<file path="config.mk">
export PLATFORM = sky130hd
export DESIGN_NAME = node_turn_ctrl
export DESIGN_NICKNAME = d
export VERILOG_FILES = /design/src/rtl/node_turn_ctrl.sv
export SDC_FILE = /design/constraint.sdc
export NUM_CORES = 1
export LEC_CHECK = 0
export BUFFER_PORTS_ARGS = -buffer_cell sky130_fd_sc_hd__buf_2
export CAP_MARGIN = 10
export CORE_ASPECT_RATIO = 1.25
export CORE_MARGIN = 10
export CORE_UTILIZATION = 35
export CTS_BUF_LIST = sky130_fd_sc_hd__clkbuf_16
export DETAILED_ROUTE_END_ITERATION = 12
export PLACE_DENSITY = 0.55
export SYNTH_ARGS = -nofsm -noshare
export SYNTH_HDL_FRONTEND = slang
export SYNTH_SLANG_ARGS = --single-unit
</file>
<file path="constraint.sdc">
create_clock -name clk_50 -period 3.65 [get_ports clk_50]
set_input_delay 0.9125 -clock clk_50 [delete_from_list [all_inputs] [get_ports clk_50]]
set_output_delay 0.9125 -clock clk_50 [all_outputs]
set_load 0.01 [all_outputs]
</file>
<file path="src/rtl/node_turn_ctrl.sv">
// Node-turn controller: settle, count node/lap, execute commanded turn, re-acquire line, hand back.
// Registered outputs follow the next state, so they change on the same edge as the state.
module node_turn_ctrl #(
   parameter int N_CH          = 3,
   parameter int ADC_W         = 12,
   parameter int LINE_TH       = 1280,
   parameter int DUTY_W        = 8,
   parameter int FWD_L         = 77,
   parameter int FWD_R         = 80,
   parameter int TURN_L        = 77,
   parameter int TURN_R        = 80,
   parameter int SETTLE_CYC    = 21000000,
   parameter int MIN_TURN_CYC  = 25000000,
   parameter int UTURN_CYC     = 50000000,
   parameter int TIMEOUT_CYC   = 150000000,
   parameter int NODES_PER_LAP = 8,
   parameter int CNT_W         = 32
) (
   input  logic                    clk_50,
   input  logic                    rst_n,
   input  logic                    node,
   input  logic [N_CH*ADC_W-1:0]   ch_flat,
   input  logic [1:0]              direction,
   output logic [DUTY_W-1:0]       lm,
   output logic [DUTY_W-1:0]       lmn,
   output logic [DUTY_W-1:0]       rm,
   output logic [DUTY_W-1:0]       rmn,
   output logic                    node_done,
   output logic                    fault,
   output logic [4:0]              node_count,
   output logic [2:0]              lap,
   output logic                    busy
);

   localparam logic [CNT_W-1:0]  ONE          = CNT_W'(1);
   localparam logic [CNT_W-1:0]  SETTLE_LAST  = CNT_W'(SETTLE_CYC - 1);
   localparam logic [CNT_W-1:0]  MIN_TURN_V   = CNT_W'(MIN_TURN_CYC);
   localparam logic [CNT_W-1:0]  UTURN_V      = CNT_W'(UTURN_CYC);
   localparam logic [CNT_W-1:0]  TIMEOUT_V    = CNT_W'(TIMEOUT_CYC);
   localparam logic [CNT_W-1:0]  TIMEOUT_LAST = CNT_W'(TIMEOUT_CYC - 1);
   localparam logic [ADC_W-1:0]  LINE_V       = ADC_W'(LINE_TH);
   localparam logic [DUTY_W-1:0] FWD_L_V      = DUTY_W'(FWD_L);
   localparam logic [DUTY_W-1:0] FWD_R_V      = DUTY_W'(FWD_R);
   localparam logic [DUTY_W-1:0] TURN_L_V     = DUTY_W'(TURN_L);
   localparam logic [DUTY_W-1:0] TURN_R_V     = DUTY_W'(TURN_R);
   localparam logic [4:0]        NPL_V        = 5'(NODES_PER_LAP);

   typedef enum logic [2:0] {IDLE, SETTLE, COUNT, TURN, DONE, FAULT} state_t;

   state_t            state, state_nx;
   logic [CNT_W-1:0]  timer, timer_nx, timer_inc, blind;
   logic [1:0]        dir_q, dir_eff;
   logic              line_det;
   logic              count_hit;
   logic [DUTY_W-1:0] lm_nx, lmn_nx, rm_nx, rmn_nx;
   logic              done_nx, fault_nx;

   always_comb begin
      line_det = 1'b0;
      for (int k = 0; k < N_CH; k++) begin
         if (ch_flat[k*ADC_W +: ADC_W] > LINE_V) line_det = 1'b1;
      end
   end

   assign timer_inc = (timer >= TIMEOUT_V) ? timer : timer + ONE;
   assign blind     = (dir_q == 2'd0) ? UTURN_V : MIN_TURN_V;
   // During COUNT the latch has not happened yet, so the first TURN pattern uses the live input
   assign dir_eff   = (state == COUNT) ? direction : dir_q;

   always_comb begin
      state_nx = state;
      timer_nx = timer;
      case (state)
         IDLE: begin
            timer_nx = '0;
            if (node) state_nx = SETTLE;
         end
         SETTLE: begin
            timer_nx = timer_inc;
            if (timer == SETTLE_LAST) state_nx = COUNT;
         end
         COUNT: begin
            timer_nx = '0;
            state_nx = (direction == 2'd3) ? DONE : TURN;
         end
         TURN: begin
            timer_nx = timer_inc;
            if (line_det && (timer >= blind)) state_nx = DONE;
            else if (timer == TIMEOUT_LAST)   state_nx = FAULT;
         end
         DONE, FAULT: begin
            state_nx = state;
         end
         default: state_nx = IDLE;
      endcase
      if ((state != IDLE) && !node) begin
         state_nx = IDLE;
         timer_nx = '0;
      end
   end

   assign count_hit = (state == SETTLE) && (state_nx == COUNT);

   always_comb begin
      lm_nx    = FWD_L_V;
      rm_nx    = FWD_R_V;
      lmn_nx   = '0;
      rmn_nx   = '0;
      done_nx  = 1'b0;
      fault_nx = 1'b0;
      case (state_nx)
         COUNT, DONE, FAULT: begin
            lm_nx    = '0;
            rm_nx    = '0;
            done_nx  = (state_nx == DONE);
            fault_nx = (state_nx == FAULT);
         end
         TURN: begin
            if (dir_eff == 2'd2) begin
               lm_nx  = TURN_L_V;
               rm_nx  = '0;
               rmn_nx = TURN_R_V;
            end else begin
               lm_nx  = '0;
               lmn_nx = TURN_L_V;
               rm_nx  = TURN_R_V;
            end
         end
         default: begin
            lm_nx = FWD_L_V;
         end
      endcase
   end

   always_ff @(posedge clk_50 or negedge rst_n) begin
      if (!rst_n) begin
         state      <= IDLE;
         timer      <= '0;
         dir_q      <= 2'd3;
         lm         <= FWD_L_V;
         rm         <= FWD_R_V;
         lmn        <= '0;
         rmn        <= '0;
         node_done  <= 1'b0;
         fault      <= 1'b0;
         node_count <= 5'd0;
         lap        <= 3'd1;
         busy       <= 1'b0;
      end else begin
         state     <= state_nx;
         timer     <= timer_nx;
         lm        <= lm_nx;
         rm        <= rm_nx;
         lmn       <= lmn_nx;
         rmn       <= rmn_nx;
         node_done <= done_nx;
         fault     <= fault_nx;
         busy      <= (state_nx != IDLE);
         if (state == COUNT) dir_q <= direction;
         if (count_hit) begin
            if (node_count == NPL_V) begin
               node_count <= 5'd1;
               if (lap != 3'd7) lap <= lap + 3'd1;
            end else begin
               node_count <= node_count + 5'd1;
            end
         end
      end
   end

endmodule

</file>
==> results of run 1 <==
==> synthesized netlist by cell type, types with 2 or more instances <==
master	n
a31oi_1	7
o21bai_1	3
nor2b_1	4
nand2b_1	4
o41ai_1	7
buf_4	28
inv_1	15
o21ai_0	29
a21boi_0	3
a22o_1	2
or4_1	8
ha_1	12
xnor2_1	5
or3_1	8
nand2_1	28
a21o_1	3
a41oi_1	2
a311oi_1	2
nand4_1	9
o21ai_1	2
a2111oi_0	4
nor4bb_1	2
o31ai_1	10
nor4_1	14
clkbuf_1	16
nand3b_1	2
dfstp_2	5
mux2_2	2
nand3_1	21
a21oi_1	15
nor3_1	9
dfrtp_1	47
or3_4	2
mux2i_1	3
and3_1	9
nor2_1	21
and2_1	11
==> cell families after synthesis <==
kind of cell | synth area share [%]
flip-flops | 37.4
adder cells (fa/ha/maj) | 4.29
AND/OR/NAND/NOR | 25.5
XOR/XNOR | 1.25
other | 0.107
multiplexers | 1.50
buffers and inverters | 9.81
AO/OA/AOI/OAI | 20.2
==> final timing paths <==
path | cells past startpoint | end | slack, ns | startpoint
max in group asynchronous | 2 | lap[0] | 2.17 | rst_n
min in group asynchronous | 1 | fault | 0.74 | rst_n
worst max register to register | 9 | lm[3] | 0.75 | dir_q[1]
worst min register to register | 1 | timer[30] | 0.48 | timer[30]
worst max-delay path | 9 | lm[3] | 0.75 | dir_q[1]
worst min-delay path | 1 | timer[30] | 0.48 | timer[30]
==> layer usage <==
metal / up-vias / GRT usage, % / share of wire (%)
li1: 1539 / - / -
met1: 1526 / 15.6 / 41
met2: 98 / 22.4 / 52
met3: 16 / 2.45 / 5.7
met4: 0 / 3.77 / 1.6
met5: - / 0 / 0
==> worst max-delay path, stage by stage (launching register included) <==
cell	delay, ns
dfstp_2	0.40
nor2_1	0.22
inv_1	0.21
ha_1	0.27
or4_1	0.43
a2111o_1	0.41
o2111ai_1	0.24
a22oi_1	0.16
o21a_1	0.29
o21ai_0	0.18
==> per-stage QoR <==
step / utilization, % / setup slack [ns] / total power (W)
after floorplan: - / 1.03 / 0.000645
after global placement: 39.0 / 0.681 / 0.000675
after detailed placement: 39.0 / 0.698 / 0.000676
after CTS: 40.5 / 0.685 / 0.00116
after global routing: 40.5 / 0.455 / 0.00120
final: 40.5 / 0.745 / 0.00114
==> state kept, by name (all words and copies together) (netlist names) <==
register    flops
lm              1
dir_q           2
state           3
node_count      5
rmn             1
busy            1
lmn             1
fault           1
timer          32
rm              1
lap             3
node_done       1
==> layout make-up <==
class	instances	area share [%]
flip-flops and latches	52	33.2
well taps	126	4.01
multi-input cells	306	48.7
inverters	15	1.43
repair buffers	67	8.78
clock buffers	5	3.18
clock inverters	3	0.605
==> power breakdown <==
group	total [W]	leakage [nW]	internal, W	switching, W
Combinational	0.0000837	1.01	0.0000296	0.0000541
Sequential	0.000582	0.700	0.000578	0.00000334
Clock	0.000477	0.0660	0.000256	0.000221
==> flow_summary.json, run 1 <==
{
  "netlist.area_leader.share_pct": 33.6,
  "htree_levels": 2,
  "critPathKind": "register to register",
  "syn_to_final_growth_pct": 12.5,
  "netlist_area_um2": 3500,
  "final_cell_mix": "buf_2 (63), dfrtp_1 (47), o21ai_0 (29)",
  "postCtsSetupRepairBufs": 0,
  "cap_violations": 0,
  "synth_warnings": 0,
  "grt-ovfl-total": 0,
  "netlist-cell-type-count": 63,
  "yosysTopAreaCell": "dfrtp_1",
  "dr.pass1.iters": 5,
  "grt_start_max_net_pins": 39,
  "synth_flop_cell": "dfrtp_1",
  "leakagePower_nw": 1.77,
  "async_flop_share_pct": 100,
  "clock_latency_ns": 0.29,
  "numCtsBuffers": 5,
  "tightest_slew_ns": 0.885,
  "holdWs_ns": 0.482,
  "grt_usage_pct": 12.9,
  "syn_inst": 400,
  "start_kind": "register",
  "synthTopCellsByArea": "dfrtp_1 (34%), buf_4 (6.0%), ha_1 (4.3%), o21ai_0 (4.2%), dfstp_2 (3.8%)",
  "finalCritPeriodShare_pct": 79.6,
  "ir_drop_mv": 0.163,
  "clkTransAtPathRegs_ns": 0.07,
  "routed_wl_mm": 9.61,
  "fin_worst_skew_ns": 0.00650,
  "grt_pass1_wl_mm": 15.4,
  "pwr_density_cell_nw_per_um2": 290,
  "initial_utilization_pct": 36.0,
  "antenna_found_initial": 0,
  "critPathMaxFanout": 7,
  "final_cell_count_no_fill": 574,
  "antenna_left": 0,
  "worst_setup_path_end_kind": "register",
  "hold_class": "register to register",
  "clockBufferDepth": 2,
  "syn_area_per_cell_um2": 8.74,
  "first_global_vias": 3111,
  "cts.sinks": 52,
  "placed_area_um2": 3780,
  "final_common_cell": "buf_2",
  "die_w_um": 109,
  "dieHeight_um": 132,
  "yosysSeqAreaShare_pct": 37.4,
  "initialDrtViolationCount": 157,
  "nFillCells": 972,
  "final-max-slew-violation-count": 0,
  "drc": 0,
  "drive_above_1_share_pct": 20.1,
  "wl_per_cell_um": 16.7,
  "max_slew_margin_pct": 41.0,
  "io_buffers": 63,
  "die_area_um2": 14400,
  "core-area_um2": 9710,
  "hpwlAfterDp_mm": 7.44,
  "final_net_count": 500,
  "finalCriticalPeriod_ns": 2.90,
  "cts_hold_buffers": 0,
  "diodes": 0,
  "max_freq_mhz": 344,
  "num_vias": 3179,
  "io_pins": 84,
  "finalHoldViolations": 0,
  "cts-resized-gates": 0,
  "ys_ff_latch": 52,
  "required_ns": 3.87,
  "arrival_ns": 3.12,
  "setup_viol": 0,
  "gp_congestion": 0.857,
  "synth_edf_count": 0,
  "root_buffer": "clkbuf_16",
  "rsz0062_at_grt": "no",
  "multiInputGateArea_um2": 1920,
  "dp_cells": 566,
  "final_area_um2": 3930,
  "via_per_inst": 5.54,
  "cts_tree": "done",
  "setup-tns-final_ns": 0,
  "std_cell_rows": 40,
  "regArea_um2": 1310,
  "status": "completed"
}
No activity file was read; power rests on OpenSTA's default activity.
==> run 2: changes to the inputs <==
==> constraint.sdc (replaced) <==
create_clock -name clk_50 -period 2.8 [get_ports clk_50]
set_input_delay 0.7 -clock clk_50 [delete_from_list [all_inputs] [get_ports clk_50]]
set_output_delay 0.7 -clock clk_50 [all_outputs]
set_load 0.01 [all_outputs]
==> run 2 against run 1 <==
  * Sequential power grew 30%
  * Register-to-register slack lost 0.61 ns
  * Cell area grew 4.2%
  * Critical path type unchanged
  * Combinational power grew 40%
  * Global-route usage grew 0.76 points
  * Routed wire length grew 3.6%
  * Fmax grew 8.9%
  * Largest cell class unchanged
  * Total power grew 28%
  * Count of clock-buffer cells in the layout is the same
  * Sequential share of layout area shrank 1.3 points
  * Via count grew 2.7%
  * Die area is the same
==> flow_summary.json, run 2 (same netlist as run 1, synthesis figures left out) <==
{
  "multiInputGateArea_um2": 1930,
  "routed_wl_mm": 9.95,
  "nFillCells": 991,
  "cp_slowest_cell": "dfrtp_1",
  "dp_cells": 583,
  "antenna_found_initial": 0,
  "cts_hold_buffers": 0,
  "crit_chain": "or4_4 -> or3_4 -> or3_1 -> or3_4 -> or3_1 -> o21ai_1",
  "largest_reg_flops": 32,
  "numCtsBuffers": 5,
  "initialDrtViolationCount": 201,
  "fin_worst_skew_ns": 0.00773,
  "final-max-slew-violation-count": 0,
  "drc": 0,
  "final_common_cell": "buf_2",
  "status": "completed",
  "setup-tns-final_ns": 0,
  "tightest_slew_ns": 0.726,
  "rsz0062_at_grt": "no",
  "first_global_vias": 3351,
  "setup_viol": 0,
  "required_ns": 3.02,
  "worst-path-buf-inv": 0,
  "grt_usage_pct": 13.7,
  "num_vias": 3265,
  "top_usage_layer": "met2",
  "start_kind": "register",
  "clkTransAtPathRegs_ns": 0.07,
  "worst_setup_path_end_kind": "register",
  "initial_utilization_pct": 36.0,
  "grt_pass1_wl_mm": 16.4,
  "htree_levels": 2,
  "gp_congestion": 0.887,
  "syn_to_final_growth_pct": 17.2,
  "diodes": 0,
  "core-area_um2": 9710,
  "grtUsageMet2_pct": 23.8,
  "regArea_um2": 1310,
  "io_buffers": 63,
  "wl_per_cell_um": 16.8,
  "cts.sinks": 52,
  "hpwlAfterDp_mm": 7.84,
  "critPathTopFamily": "simple AND/OR/NAND/NOR gates",
  "io_pins": 84,
  "regMostFlops": "timer",
  "max_freq_mhz": 375,
  "clock_latency_ns": 0.30,
  "max_slew_margin_pct": 51.1,
  "antenna_left": 0,
  "finalCriticalPeriod_ns": 2.67,
  "arrival_ns": 2.89,
  "std_cell_rows": 40,
  "leakagePower_nw": 1.88,
  "max_stage_delay_ns": 0.49,
  "via_per_inst": 5.52,
  "met1_usage_pct": 16.0,
  "dieHeight_um": 132,
  "critPathMaxFanout": 7,
  "root_buffer": "clkbuf_16",
  "holdWs_ns": 0.421,
  "cts_tree": "done",
  "ir_drop_mv": 0.193,
  "reg_top3": "timer (32), node_count (5)",
  "die_w_um": 109,
  "hold_class": "primary input to asynchronous set/reset pin",
  "pwr_density_cell_nw_per_um2": 358,
  "critPathKind": "register to register",
  "finalHoldViolations": 0,
  "dr.pass1.iters": 4,
  "cap_violations": 0,
  "final_cell_mix": "buf_2 (63), dfrtp_1 (47), o21ai_0 (29)",
  "clockBufferDepth": 2,
  "grt_start_max_net_pins": 28,
  "met3_usage_pct": 2.69,
  "die_area_um2": 14400,
  "final_cell_count_no_fill": 591,
  "finalCritPeriodShare_pct": 95.3,
  "drive_above_1_share_pct": 23.2,
  "final_net_count": 517,
  "grt-ovfl-total": 0
}
==> run 2: cell count changes in the layout (fill, tap and decap cells not counted), sizes merged <==
cell	delta
clkinvlp	-2
buf	+17
clkinv	+1
inv	+1
==> run 2: final timing paths <==
path	cells past startpoint	slack [ns]	from	endpoint
max	6	0.13	timer[18]	node_count[2]
max reg2reg	6	0.13	timer[18]	node_count[2]
min in group clk_50	1	0.48	timer[30]	timer[30]
min reg2reg	1	0.48	timer[30]	timer[30]
min	1	0.42	rst_n	fault
max in group asynchronous	2	1.75	rst_n	lm[3]
==> run 2: stage by stage <==
step                      total power, W  area (um2)  setup WS, ns  util, %
after global routing             0.00154        4100       0.00440     42.2
after floorplan                 0.000841        3570         0.180        -
after detailed placement        0.000889        3950        0.0586     40.7
after CTS                        0.00149        4090        0.0377     42.1
final                            0.00147        4100         0.133     42.2
after global placement          0.000888        3950         0.130     40.7
==> run 2: area by class of cell <==
type | count | area share [%]
sequential | 52 | 31.9
timing repair buffer | 84 | 12.5
clock inverter | 3 | 0.275
tap | 126 | 3.85
multi-input combinational | 306 | 47.1
inverter | 15 | 1.37
clock buffer | 5 | 3.05
==> run 2: where the power goes <==
| part | switching, W | internal (W) |
|---|---|---|
| Combinational | 0.0000732 | 0.0000436 |
| Sequential | 0.00000451 | 0.000754 |
| Clock | 0.000268 | 0.000323 |
| Total | 0.000346 | 0.00112 |
==> run 2: what timing repair did <==
action / CTS / global route
setup buffers: 0 / 0
gates resized for setup: 0 / 5
endpoints found under the setup margin: 0 / 8
endpoints found under the hold margin: 0 / 0
==> run 2: layer usage <==
metal  up-vias  wire length (um)
met5         -                 0
met4         0               176
met3        14               620
met2        90              5170
li1       1575                 -
met1      1586              3980
==> run 3: changes to the inputs <==
--- a/config.mk
+++ b/config.mk
@@ -7,12 +7,14 @@
 export LEC_CHECK = 0
 export BUFFER_PORTS_ARGS = -buffer_cell sky130_fd_sc_hd__buf_2
 export CAP_MARGIN = 10
+export CELL_PAD_IN_SITES_DETAIL_PLACEMENT = 0
+export CELL_PAD_IN_SITES_GLOBAL_PLACEMENT = 1
 export CORE_ASPECT_RATIO = 1.25
 export CORE_MARGIN = 10
 export CORE_UTILIZATION = 35
 export CTS_BUF_LIST = sky130_fd_sc_hd__clkbuf_16
 export DETAILED_ROUTE_END_ITERATION = 12
-export PLACE_DENSITY = 0.55
+export PLACE_DENSITY = 0.81
 export SYNTH_ARGS = -nofsm -noshare
 export SYNTH_HDL_FRONTEND = slang
 export SYNTH_SLANG_ARGS = --single-unit
==> run 3 against run 2 <==
  * Clock skew about the same
  * Utilization is 0.37 points higher
  * Worst hold slack improved by 0.057 ns
  * Sequential cell count unchanged
  * Critical path depth is the same
  * Cell area up 0.89%
  * Non-clock buffer count rose by 6
  * Sequential power barely moved
  * Total power rose by 7.6%
  * Fmax up 0.49%
  * Clock power is 19% higher
  * Sequential share of layout area fell by 0.28 points
==> flow_summary.json, run 3 (same netlist as run 1, synthesis figures left out) <==
{
  "arrival_ns": 2.88,
  "num_vias": 3317,
  "cts_tree": "done",
  "htree_levels": 2,
  "cts_hold_buffers": 0,
  "status": "completed",
  "pwr_density_cell_nw_per_um2": 382,
  "max_stage_delay_ns": 0.59,
  "drive_above_1_share_pct": 24.6,
  "cp_slowest_cell": "or4_1",
  "dp_slack_ns": 0.0622,
  "drc": 0,
  "setup-tns-final_ns": 0,
  "internal_power_w": 0.00122,
  "met1_usage_pct": 15.4,
  "diodes": 0,
  "finalHoldViolations": 0,
  "antenna_found_initial": 0,
  "crit_chain": "or4_1 -> or3_4 -> or3_1 -> or3_4 -> or3_1 -> o21ai_1",
  "finalCriticalPeriod_ns": 2.65,
  "core-area_um2": 9710,
  "power.switching_w": 0.000363,
  "max_freq_mhz": 377,
  "syn_to_final_growth_pct": 18.2,
  "clock_latency_ns": 0.30,
  "final_common_cell": "buf_2",
  "placed_area_um2": 3960,
  "grtUsageMet2_pct": 23.6,
  "reg_top3": "timer (32), node_count (5)",
  "postCtsSetupRepairBufs": 0,
  "root_buffer": "clkbuf_16",
  "grt_pass1_wl_mm": 16.1,
  "clockBufferDepth": 2,
  "critPathMaxFanout": 5,
  "required_ns": 3.03,
  "io_buffers": 63,
  "finalCritPeriodShare_pct": 94.8,
  "hpwlAfterDp_mm": 7.70,
  "worst_setup_path_end_kind": "register",
  "grt_usage_pct": 13.5,
  "die_w_um": 109,
  "final-max-slew-violation-count": 0,
  "critPathTopFamily": "simple AND/OR/NAND/NOR gates",
  "dieHeight_um": 132,
  "cap_violations": 0,
  "cts.sinks": 52,
  "first_global_vias": 3334,
  "antenna_left": 0,
  "wl_per_cell_um": 16.4,
  "grt_start_max_net_pins": 39,
  "final_cell_mix": "buf_2 (63), dfrtp_1 (47), o21ai_0 (29)",
  "io_pins": 84,
  "initial_utilization_pct": 36.0,
  "met3_usage_pct": 2.98,
  "numCtsBuffers": 5,
  "grt-ovfl-total": 0,
  "holdWs_ns": 0.478,
  "via_per_inst": 5.56,
  "die_area_um2": 14400,
  "gp_congestion": 0.877,
  "leakagePower_nw": 1.90,
  "critPathKind": "register to register",
  "power_frac_seq_pct": 48.0,
  "final_net_count": 523,
  "largest_reg_flops": 32,
  "tightest_slew_ns": 0.901,
  "hold_class": "register to register",
  "start_kind": "register",
  "clkTransAtPathRegs_ns": 0.07,
  "total_power_w": 0.00158,
  "worst-path-buf-inv": 0,
  "clock_power_share_pct": 44.7,
  "initialDrtViolationCount": 193,
  "ir_drop_mv": 0.202,
  "fin_worst_skew_ns": 0.00806,
  "final_area_um2": 4130,
  "routed_wl_mm": 9.78,
  "dr.pass1.iters": 7,
  "regMostFlops": "timer",
  "top_usage_layer": "met2",
  "max_slew_margin_pct": 39.9,
  "rsz0062_at_grt": "no",
  "std_cell_rows": 40,
  "setup_viol": 0,
  "comb_power_share_pct": 7.2,
  "worst_slack_ns": 0.146,
  "p_sw_share_pct": 23.0
}
## run 3: layer usage
layer,share of wire [%],up-vias
li1,-,1599
met1,39,1590
met3,6.1,23
met5,0,-
met2,52,105
met4,2.5,0
## run 3: area by class of cell
| cell class | count | area [um2] |
|---|---|---|
| multi-input cells | 306 | 1930 |
| clock buffers | 5 | 125 |
| flip-flops and latches | 52 | 1310 |
| clock inverters | 3 | 42.5 |
| inverters | 15 | 56.3 |
| well taps | 126 | 158 |
| repair buffers | 90 | 518 |
| fillers | 967 | 5580 |
## run 3: power groups by stage
stage	Combinational (W)	Sequential [W]	Clock, W
6_report	0.000114	0.000758	0.000706
5_1_grt	0.000129	0.000758	0.000748
4_1_cts	0.000114	0.000758	0.000715
3_5_place_dp	0.000113	0.000772	0
3_3_place_gp	0.000112	0.000772	0
2_1_floorplan	0.0000696	0.000772	0
## run 3: path summary, 6_finish.rpt
| path | from | end | slack [ns] | depth (start not counted) |
|---|---|---|---|---|
| max | timer[29] | node_count[2] | 0.15 | 6 |
| min | timer[31] | timer[31] | 0.48 | 1 |
| max reg2reg | timer[29] | node_count[2] | 0.15 | 6 |
| min reg2reg | timer[31] | timer[31] | 0.48 | 1 |
| max in group asynchronous | rst_n | timer[6] | 1.58 | 2 |
| min in group asynchronous | rst_n | timer[24] | 0.53 | 1 |
## run 3: stage by stage
| stage | utilization, % | std cells |
|---|---|---|
| finish | 42.6 | 597 |
| global route | 42.6 | 597 |
| CTS | 42.5 | 597 |
| detailed placement | 40.7 | 589 |
| global placement | 40.7 | 589 |
| floorplan | - | 419 |
## run 3: repair_timing
action,in CTS,in global routing
endpoints found under the setup margin,0,8
gates resized for setup,0,3
hold endpoints to repair,0,0
